[src/rtl/hcsr04_sensor_emulador.sv]
// hcsr04_sensor_emulador
// Emulates an HC-SR04 ultrasonic ranger so that the trigger/echo interface
// logic driving it can be exercised without the real sensor.
//
// State table (state | meaning | db_estado):
//   ocioso       | idle, waiting for an enabled trigger      | 0000
//   mede_trigger | measuring width of the synchronized pulse | 0001
//   atraso       | emulated 40 kHz burst, echo low           | 0010
//   gera_echo    | echo high for the computed length         | 0011
//   recuperacao  | hold-off after echo, triggers ignored     | 0100
//   (illegal)    | recovers to ocioso                        | 1110
//
// Ports:
//   clock      system clock, rising edge
//   reset      asynchronous, active-low
//   habilita   enable, only looked at while idle
//   trigger    asynchronous trigger from the interface under test
//   distancia  target distance in cm, captured when the trigger is accepted
//   echo       registered echo pulse
//   ocupado    high in every state except ocioso
//   medidas    count of completed echo pulses (wraps)
//   db_estado  state code for debug displays
module hcsr04_sensor_emulador #(
  parameter int unsigned TRIGGER_MIN   = 500,
  parameter int unsigned BURST_DELAY   = 10000,
  parameter int unsigned CYCLES_PER_CM = 2941,
  parameter int unsigned TIMEOUT       = 1900000,
  parameter int unsigned HOLDOFF       = 500
) (
  input  logic       clock,
  input  logic       reset,
  input  logic       habilita,
  input  logic       trigger,
  input  logic [8:0] distancia,
  output logic       echo,
  output logic       ocupado,
  output logic [7:0] medidas,
  output logic [3:0] db_estado
);

  localparam int unsigned CW = 21;

  // Timed states count down to zero, so they are loaded with (length - 1).
  localparam logic [CW-1:0] LP_ONE      = CW'(1);
  localparam logic [CW-1:0] LP_SAT      = {CW{1'b1}};
  localparam logic [CW-1:0] LP_TRIG_MIN = CW'(TRIGGER_MIN);
  localparam logic [CW-1:0] LP_BURST_TC = CW'(BURST_DELAY - 1);
  localparam logic [CW-1:0] LP_HOLD_TC  = CW'(HOLDOFF - 1);
  localparam logic [CW-1:0] LP_TIMEOUT  = CW'(TIMEOUT);
  localparam logic [CW-1:0] LP_CPC      = CW'(CYCLES_PER_CM);

  typedef enum logic [3:0] {
    OCIOSO       = 4'b0000,
    MEDE_TRIGGER = 4'b0001,
    ATRASO       = 4'b0010,
    GERA_ECHO    = 4'b0011,
    RECUPERACAO  = 4'b0100
  } estado_t;

  estado_t       r_estado;
  estado_t       w_estado_next;
  logic          r_trig_meta;
  logic          r_trig_s;
  logic [CW-1:0] r_cnt;
  logic [CW-1:0] w_cnt_next;
  logic [CW-1:0] r_len;
  logic [CW-1:0] w_len_next;
  logic [CW-1:0] w_len_calc;
  logic [7:0]    r_medidas;
  logic [7:0]    w_medidas_next;
  logic          r_echo;
  logic [3:0]    w_db;

  // Out-of-range targets (0 cm or beyond 400 cm) behave like no return.
  // 400 * 2941 still fits in 21 bits, so the product never overflows.
  assign w_len_calc = ((distancia == 9'd0) || (distancia > 9'd400))
                      ? LP_TIMEOUT
                      : CW'(distancia) * LP_CPC;

  always_ff @(posedge clock or negedge reset) begin
    if (!reset) begin
      r_trig_meta <= 1'b0;
      r_trig_s    <= 1'b0;
    end else begin
      r_trig_meta <= trigger;
      r_trig_s    <= r_trig_meta;
    end
  end

  always_ff @(posedge clock or negedge reset) begin
    if (!reset) begin
      r_estado  <= OCIOSO;
      r_cnt     <= '0;
      r_len     <= '0;
      r_medidas <= '0;
      r_echo    <= 1'b0;
    end else begin
      r_estado  <= w_estado_next;
      r_cnt     <= w_cnt_next;
      r_len     <= w_len_next;
      r_medidas <= w_medidas_next;
      // Registered from the next state so echo is high exactly while in gera_echo.
      r_echo    <= (w_estado_next == GERA_ECHO);
    end
  end

  always_comb begin
    w_estado_next  = r_estado;
    w_cnt_next     = r_cnt;
    w_len_next     = r_len;
    w_medidas_next = r_medidas;
    w_db           = r_estado;
    case (r_estado)
      OCIOSO: begin
        // The cycle that sees the trigger high already counts as one.
        if (r_trig_s && habilita) begin
          w_estado_next = MEDE_TRIGGER;
          w_cnt_next    = LP_ONE;
        end
      end
      MEDE_TRIGGER: begin
        if (r_trig_s) begin
          if (r_cnt != LP_SAT) begin
            w_cnt_next = r_cnt + LP_ONE;
          end
        end else if (r_cnt >= LP_TRIG_MIN) begin
          w_estado_next = ATRASO;
          w_len_next    = w_len_calc;
          w_cnt_next    = LP_BURST_TC;
        end else begin
          w_estado_next = OCIOSO;
          w_cnt_next    = '0;
        end
      end
      ATRASO: begin
        if (r_cnt == '0) begin
          w_estado_next = GERA_ECHO;
          w_cnt_next    = r_len - LP_ONE;
        end else begin
          w_cnt_next = r_cnt - LP_ONE;
        end
      end
      GERA_ECHO: begin
        if (r_cnt == '0) begin
          w_estado_next  = RECUPERACAO;
          w_cnt_next     = LP_HOLD_TC;
          w_medidas_next = r_medidas + 8'd1;
        end else begin
          w_cnt_next = r_cnt - LP_ONE;
        end
      end
      RECUPERACAO: begin
        if (r_cnt == '0) begin
          w_estado_next = OCIOSO;
        end else begin
          w_cnt_next = r_cnt - LP_ONE;
        end
      end
      default: begin
        w_estado_next = OCIOSO;
        w_cnt_next    = '0;
        w_db          = 4'b1110;
      end
    endcase
  end

  assign echo      = r_echo;
  assign ocupado   = (r_estado != OCIOSO);
  assign medidas   = r_medidas;
  assign db_estado = w_db;

endmodule

[config.mk]
export PLATFORM = sky130hd
export DESIGN_NAME = hcsr04_sensor_emulador
export DESIGN_NICKNAME = d
export VERILOG_FILES = /design/src/rtl/hcsr04_sensor_emulador.sv
export SDC_FILE = /design/constraint.sdc
export NUM_CORES = 1
export LEC_CHECK = 0
export CAP_MARGIN = 20
export CELL_PAD_IN_SITES_DETAIL_PLACEMENT = 1
export CELL_PAD_IN_SITES_GLOBAL_PLACEMENT = 1
export CORE_UTILIZATION = 48
export CTS_CLUSTER_DIAMETER = 200
export DETAILED_ROUTE_END_ITERATION = 10
export GPL_TIMING_DRIVEN = 0
export HOLD_SLACK_MARGIN = 0.06
export MAX_ROUTING_LAYER = met4
export PLACE_DENSITY_LB_ADDON = 0.1
export SLEW_MARGIN = 20
export SYNTH_ARGS = -nofsm -noshare
export SYNTH_HDL_FRONTEND = slang
export SYNTH_SLANG_ARGS = --single-unit
[constraint.sdc]
create_clock -name clock -period 3 [get_ports clock]
set_input_delay 0.6 -clock clock [delete_from_list [all_inputs] [get_ports clock]]
set_output_delay 0.6 -clock clock [all_outputs]
set_load 0.03 [all_outputs]
; ---- Word level (Yosys, flattened, before mapping)
; Cells that the tools add are included.
[op_classes]
addsub = 4
multipliers = 1
div_mod_pow = 0
magnitude_cmp = 2
n_eq_ne = 9
shifts = 0
n_mux = 17
bitwise_logic = 1
reduce_logical = 10
[ops]
columns = op, count
row1 = 2-to-1 mux 21 bit, 7
row2 = case mux 21 bit (5 select lines), 1
row3 = "subtractor 21 x 1 -> 21 bit, second input constant", 2
row4 = 2-to-1 mux 4 bit, 6
row5 = "adder 21 x 1 -> 21 bit, second input constant", 1
row6 = "greater-or-equal comparator 21 x 9 -> 1 bit, second input constant", 1
row7 = logical NOT 21 bit, 1
row8 = "multiplier 9 x 12 -> 21 bit, second input constant", 1
row9 = "!= test 21 bit, second input constant", 1
row10 = case mux 4 bit (5 select lines), 1
row11 = 2-to-1 mux 14 bit, 1
row12 = "equality test 4 x 2 -> 1 bit, second input constant", 3
row13 = "> comparator 9 bit, second input constant", 1
row14 = logical NOT 9 bit, 1
row15 = "adder 8 x 1 -> 8 bit, second input constant", 1
row16 = AND reduction 3 bit, 2
row17 = OR reduction 5 bit, 1
row18 = "equality test 4 x 1 -> 1 bit, second input constant", 1
row19 = "equality test 4 x 3 -> 1 bit, second input constant", 1
row20 = logical NOT 4 bit, 1
row21 = "!= test 2 bit, second input constant", 2
row22 = nonzero test 4 bit, 1
row23 = "!= test 3 bit, second input constant", 1
row24 = 2-to-1 mux 2 bit, 1
row25 = 4 further kinds, 4
[word_totals]
reg_bits = 57
latch_bits = 0
mem_bits_rw = 0
rom_bits = 0
in_bits = 13
out_inout_bits = 14
elab_cells = 51
mem_count = 0

; ---- Longest topological paths before layout
; Gate-level depths: netlist of the first run.
[depth]
ltp_word = 5
mapped_depth = 17
depth_no_buf = 16

; ---- Worst setup path after synthesis of the first run
; No wires, ideal clock.
[synth_timing]
path_kind = input -> register
start = in distancia[6]
end = reg r_len[17]
setup_time_ns = 0.122
arrival_ns = 4.224
t_required_ns = 2.878
setup_slack_ns = -1.345
cell_stages = 15
n_path_buf = 0
cell_sequence = fa_1 -> inv_1 -> fa_1 -> inv_1 -> fa_1 -> inv_1 -> fa_1 -> inv_1 -> ha_1 -> o211ai_1 -> nand2_1 -> o2111ai_1 -> a21oi_1 -> or3_1 -> a32o_1
[synth_between]
elab_chain_len = 3
word_cells_on_any_way = 5
cone_classes = mul: 1 / order compare: 1 / mux: 1 / reduce/logical: 2
[synth_lines]
columns = item, line
row1 = from (decl), 34  ; input logic [8:0] distancia,
row2 = branches (longest 2 deep; another with multiplier 9 x 12 -> 21 bit), -
row3 = 2-to-1 mux 21 bit *, 77  ; ? LP_TIMEOUT
row4 = to (signal assigned), 100  ; r_len <= w_len_next;
row5 = to (decl), 66  ; logic [CW-1:0] r_len;
; Every way passes the cells marked *.
; A chain may end at the register's enable or synchronous reset.

; ---- Worst setup path in the final report of the first run
[layout_timing]
start = in distancia[7]
end = reg r_len[17]
; Same word-level chain as after synthesis.

==> results of run 1 <==
[metal layers]
layer  part of all wire  vias to the layer above
li1                   -                     2741
met1               0.39                     2966
met2               0.54                      148
met3              0.030                       53
met4              0.037                        0
met5                  0                        -
[cell families after synthesis]
| logic type | after synthesis | share of synthesized area |
|---|---|---|
| other | 1 | 0.000599 |
| adder cells (fa/ha/maj) | 93 | 0.230 |
| flip-flops | 57 | 0.228 |
| AND/OR/NAND/NOR | 224 | 0.196 |
| buffers and inverters | 137 | 0.0850 |
| multiplexers | 4 | 0.00680 |
| XOR/XNOR | 50 | 0.0700 |
| AO/OA/AOI/OAI | 176 | 0.184 |
[area by class of cell]
| class | count | share of cell area |
|---|---|---|
| Multi-Input combinational cell | 548 | 0.610 |
| Sequential cell | 57 | 0.182 |
| Timing Repair Buffer | 57 | 0.0703 |
| Inverter | 103 | 0.0493 |
| Clock buffer | 13 | 0.0357 |
| Tap cell | 172 | 0.0274 |
| Buffer | 34 | 0.0207 |
| Clock inverter | 2 | 0.00446 |
[cell usage in the layout, fill, tap and decap left out, drive strengths merged, types with 9 or more instances in the layout]
cell type	n
nand4	12
nand3	23
xnor2	23
nor3	20
buf	51
a21oi	38
inv	103
ha	56
fa	37
a31oi	11
o21ai	50
clkdlybuf4s50	14
xor2	27
or4	9
or3	11
nor4	16
clkbuf	37
a21o	13
nor2	52
a211oi	10
dfrtp	57
nand2	40
[state kept, by name, summed over array words and instances (netlist names)]
name / flops
r_trig_meta: 1
r_cnt: 21
r_len: 21
echo: 1
r_trig_s: 1
r_estado: 4
medidas: 8
[through the flow]
| stage | power [W] | worst slack (ns) | setup TNS [ns] | hold slack (ns) |
|---|---|---|---|---|
| 4_1_cts | 0.00586 | -1.05 | -10.56 | 0.373 |
| 5_1_grt | 0.00649 | -1.26 | -12.87 | 0.390 |
| 6_report | 0.00608 | -1.12 | -11.11 | 0.368 |
| 3_5_place_dp | 0.00424 | -2.19 | -40.51 | 0.358 |
| 3_3_place_gp | 0.00409 | -2.15 | -67.27 | 0.335 |
| 2_1_floorplan | 0.00345 | -1.15 | -10.91 | 0.304 |
[worst max path at each step]
stage	start	to	slack [ns]
final	distancia[7]	r_len[17]	-1.12
after global routing	distancia[7]	r_len[17]	-1.26
after CTS	distancia[7]	r_len[17]	-1.05
after detailed placement	distancia[7]	r_len[17]	-2.19
after global placement	distancia[7]	r_len[17]	-2.15
after floorplan	distancia[8]	r_len[17]	-1.15
[critical path, cell delays in order]
cell	delay [ns]
buf_12	0.11
fa_2	0.62
xor2_2	0.21
ha_1	0.29
fa_1	0.56
inv_1	0.06
fa_1	0.54
inv_1	0.07
ha_4	0.17
nor2_1	0.14
nand2_2	0.08
o2111ai_2	0.22
a21oi_2	0.09
or3_1	0.31
a32o_1	0.25
[timing repair]
item                                    in CTS  in global routing
hold buffers                                 1                  0
gates resized for setup                    135                 23
pin swaps                                   38                 15
endpoints found under the hold margin        1                  0
setup buffers                               19                 10
cloned                                       0                  0
endpoints found under the setup margin      52                 43
[power by group]
part	internal [W]	leakage (nW)	switching, W
logic	0.00176	2.58	0.00211
clock network	0.000727	0.158	0.000378
registers	0.000910	0.710	0.000197
total	0.00340	3.44	0.00268
==> flow_summary_export.csv, run 1 <==
group,metric,value,unit
synthesis,ys_ff_latch,57,
outcome,status,"complete, but fails checks",
critical_path,startpoint_type,"input pin",
critical_path,cp-end-kind,"flip-flop",
critical_path,arrival,4.35,ns
clocking,cts_buffers,9,
min_path,whs_endpoint,"r_trig_s",
global_route,antenna_found_initial,0,
synthesis,synth_cell_types,70,
cells_and_area,diodes,0,
clocking,htree_num_levels,3,
cells_and_area,stdcell_count,986,
global_route,grt-busiest-layer,"met2",
cells_and_area,multi_input_area,0.00479,mm²
die,die_x,116,µm
drt,drcViolationCount,0,
timing,grt_setup_unrepaired,"yes",
timing,setup_slack,-1.12,ns
clocking,clockBufferDepth,2,
synthesis,synthTopCellsByCount,"103 x inv_1, 57 x dfrtp_1, 56 x ha_1, 52 x nor2_1, 47 x o21ai_0",
clocking,cts_num_sinks,57,
timing,skew,0.00866,ns
synthesis,ys_warn_count,0,
synthesis,syn_nets,848,
outcome,failed_checks,"negative setup slack",
cells_and_area,final_cell_area,0.00785,mm²
synthesis,yosysMostFrequentCell,"inv_1",
global_route,grt_max_degree,57,
placement,dp.cells,941,
drt,drtIter0Drc,434,
synthesis,synth-edff-count,0,
drt,wire_per_inst,22.0,µm
critical_path,worstPathRequired,3.23,ns
critical_path,cp_max_fo,7,
placement,place.detailed.hpwl,15800,µm
cells_and_area,fin_nets,916,
placement,portBuffers,26,
die,io_pins,27,
die,die_h,116,µm
timing,hold_violations,0,
placement,place_area,0.00690,mm²
min_path,hp-class,"flip-flop to flip-flop",
global_route,met3_usage,0.0301,
critical_path,worstReg2RegStart,"r_cnt[0]",
global_route,met1_usage,0.376,
cells_and_area,final_util,0.619,
critical_path,reg2reg_to,"medidas[1]",
global_route,grt_usage,0.348,
synthesis,synth_area,0.00626,mm²
power_and_ir_drop,peakVddDrop,0.620,mV
global_route,grt_pass1_vias,6395,
clocking,clk_pin_slew,0.06,ns
cells_and_area,drive_above_1_share,0.200,
die,start_util,0.494,
cells_and_area,syn2layout_area_growth,25.4,%
synthesis,synth-async-reset-ratio,1.00,
timing,finalSetupViolations,15,
timing,slew_violations,0,
timing,relSlewSlack,0.485,
timing,period_needed,4.12,ns
die,core,0.0127,mm²
synthesis,yosys.area.top_type_share,0.228,
flow_run,drv_cap,0,
cells_and_area,regArea,0.00143,mm²
drt,viasPerCell,5.99,
synthesis,synth.yosys.seq_area_share,0.228,
synthesis,synth_top_area_cell,"dfrtp_1",
critical_path,rr_worst_depth,8,
min_path,hold_start,"r_trig_meta",
die,rows,41,
drt,vias,5908,
global_route,grt.met2_usage,0.633,
timing,fmaxAchievable,243,MHz
clocking,clock-root-buffer,"clkbuf_16",
drt,wl,21700,µm
clocking,cts_tree,"built",
synthesis,synthFlopType,"dfrtp_1",
cells_and_area,nFillCells,1471,
critical_path,reg2reg_slack,0.09,ns
critical_path,critPathKind,"input pin to flip-flop",
global_route,grt-ovfl-total,0,
power_and_ir_drop,leakage,3.44,nW
synthesis,syn_area_per_cell,8.43,µm²
global_route,grt_pass1_wl,33900,µm
die,die_area,0.0135,mm²
drt,ant_nets,0,
min_path,hold_depth,0,
drt,drt_pass1_iterations,5,
synthesis,synth_area_leaders,"dfrtp_1 23%, fa_1 12%, ha_1 11%",
synthesis,synthCells,742,
placement,place_congestion,0.909,
power_and_ir_drop,powerDensity,775,mW/mm²
timing,tightest_slew,0.769,ns
timing,fin_crit_sh,1.37,
clocking,clkLatencyLatePin,0.34,ns
Power figures use the tool's default switching activity.
==> run 2: changes to the inputs <==
--- a/config.mk
+++ b/config.mk
@@ -15,7 +15,6 @@
 export HOLD_SLACK_MARGIN = 0.06
 export MAX_ROUTING_LAYER = met4
 export PLACE_DENSITY_LB_ADDON = 0.1
-export SLEW_MARGIN = 20
 export SYNTH_ARGS = -nofsm -noshare
 export SYNTH_HDL_FRONTEND = slang
 export SYNTH_SLANG_ARGS = --single-unit
==> run 2 against run 1 <==
The run still ends with negative setup slack left. Clock-buffer cell count is the same. Critical path depth is 1 higher. Clock power about the same. Utilization is essentially flat. Wire length increased by 5.8%. Clock skew is 0.0017 ns lower. First-iteration DRC count up 9.9%. Critical endpoint unchanged. Largest power group unchanged.
==> flow_summary_export.csv, run 2 (synthesized netlist as in run 1, its figures left out) <==
group,metric,value,unit
critical_path,worstPathRequired,3.22,ns
die,die_h,116,µm
cells_and_area,multi_input_area,0.00479,mm²
timing,setup_slack,-1.23,ns
critical_path,critPathLaunch,"distancia[8]",
critical_path,crit_slowest_cell,"fa_2",
global_route,antenna_found_initial,0,
cells_and_area,diodes,0,
cells_and_area,nFillCells,1447,
critical_path,critPathTopFamily,"adder cells",
placement,place_area,0.00689,mm²
clocking,clk_pin_slew,0.06,ns
drt,vias,6045,
drt,drcViolationCount,0,
outcome,failed_checks,"negative setup slack",
critical_path,cp.depth,16,
timing,tightest_slew,0.791,ns
critical_path,reg2reg_slack,0.10,ns
timing,fin_crit_sh,1.41,
critical_path,crit_buf_inv,5,
cells_and_area,final_util,0.620,
clocking,clkLatencyLatePin,0.34,ns
critical_path,arrival,4.45,ns
min_path,hp-class,"input pin to asynchronous set/reset pin",
cells_and_area,final_cell_area,0.00786,mm²
timing,skew,0.00695,ns
critical_path,cp-endpoint,"r_len[17]",
power_and_ir_drop,powerDensity,804,mW/mm²
critical_path,rr_worst_depth,10,
critical_path,worstReg2RegStart,"r_cnt[0]",
die,rows,41,
timing,hold_violations,0,
cells_and_area,layout_commonest_cell,"inv_1",
clocking,htree_num_levels,3,
flow_run,drv_cap,0,
cells_and_area,stdcell_count,984,
clocking,clock-root-buffer,"clkbuf_16",
critical_path,critPathKind,"input pin to flip-flop",
global_route,grt_max_degree,34,
drt,wl,23000,µm
cells_and_area,syn2layout_area_growth,25.5,%
drt,viasPerCell,6.14,
drt,drt_pass1_iterations,5,
power_and_ir_drop,leakage,3.45,nW
cells_and_area,fin_nets,914,
timing,grt_setup_unrepaired,"yes",
cells_and_area,final_cell_mix,"90 x inv_1, 55 x dfrtp_1, 50 x nor2_1, 40 x o21ai_0, 40 x ha_1",
global_route,grt_pass1_wl,35000,µm
critical_path,cp_cell_sequence,"buf_12 > fa_2 > inv_2 > fa_1 > inv_2 > fa_1 > inv_2 > fa_1 > inv_2 > ha_4 > o211ai_1 > nand2_1 > o2111ai_2 > a21oi_2 > or3_1 > a32o_1",
clocking,clockBufferDepth,2,
placement,portBuffers,26,
die,start_util,0.494,
timing,relSlewSlack,0.465,
clocking,cts_num_sinks,57,
global_route,grt_pass1_vias,6530,
placement,place_congestion,0.909,
clocking,cts_buffers,9,
power_and_ir_drop,peakVddDrop,0.602,mV
drt,wire_per_inst,23.3,µm
global_route,grt-ovfl-total,0,
critical_path,startpoint_type,"input pin",
cells_and_area,drive_above_1_share,0.200,
die,io_pins,27,
timing,fmaxAchievable,236,MHz
critical_path,cp_slowest_stage_delay,0.65,ns
die,die_area,0.0135,mm²
placement,dp.cells,941,
clocking,cts_tree,"built",
die,die_x,116,µm
timing,period_needed,4.23,ns
drt,drtIter0Drc,477,
cells_and_area,regArea,0.00143,mm²
critical_path,cp-end-kind,"flip-flop",
timing,finalSetupViolations,15,
outcome,status,"complete, but fails checks",
drt,ant_nets,0,
critical_path,cpMostUsedCell,"inv_2",
placement,place.detailed.hpwl,15900,µm
timing,slew_violations,0,
die,core,0.0127,mm²
critical_path,cp_max_fo,5,
global_route,grt_usage,0.360,
critical_path,reg2reg_to,"r_cnt[11]",
==> run 2: worst min-delay path by stage <==
stage | endpoint | depth (start not counted) | slack, ns | startpoint
floorplan | echo | 0 | 0.30 | reset
global placement | r_trig_s | 0 | 0.34 | r_trig_meta
detailed placement | r_trig_s | 0 | 0.36 | r_trig_meta
CTS | r_cnt[2] | 1 | 0.28 | reset
global route | r_cnt[7] | 1 | 0.32 | reset
finish | r_cnt[2] | 1 | 0.27 | reset
==> run 2: layout make-up <==
cell class,count,area share
multi-input combinational,548,0.610
sequential,57,0.182
timing repair buffer,55,0.0710
inverter,103,0.0492
clock buffer,13,0.0357
tap,172,0.0274
buffer,34,0.0207
clock inverter,2,0.00446
==> run 2: where the power goes <==
group	switching, W	internal [W]	total, W
Clock	0.000360	0.000726	0.00109
Sequential	0.000198	0.000911	0.00111
Combinational	0.00230	0.00182	0.00412
==> run 2: what timing repair did <==
action / 4_1_cts / 5_1_grt
gates resized for setup: 136 / 26
endpoints found under the setup margin: 53 / 40
pin swaps: 39 / 24
setup buffers: 19 / 11
hold buffers: 0 / 0
==> run 2: routing by layer <==
metal	global-route usage	vias up	wire [µm]	part of all wire
li1	-	2748	-	-
met1	0.381	3031	8750	0.38
met2	0.652	192	12300	0.53
met3	0.0467	74	868	0.038
met4	0.194	0	1100	0.048
met5	-	-	0	0
==> run 2: stage by stage <==
stage | power, W | hold WS, ns | setup TNS, ns | setup WS, ns
2_1_floorplan | 0.00345 | 0.304 | -10.91 | -1.15
3_5_place_dp | 0.00424 | 0.358 | -40.37 | -2.19
3_3_place_gp | 0.00409 | 0.335 | -67.27 | -2.15
4_1_cts | 0.00589 | 0.282 | -10.60 | -1.04
6_report | 0.00632 | 0.265 | -12.72 | -1.23
5_1_grt | 0.00671 | 0.316 | -13.98 | -1.31
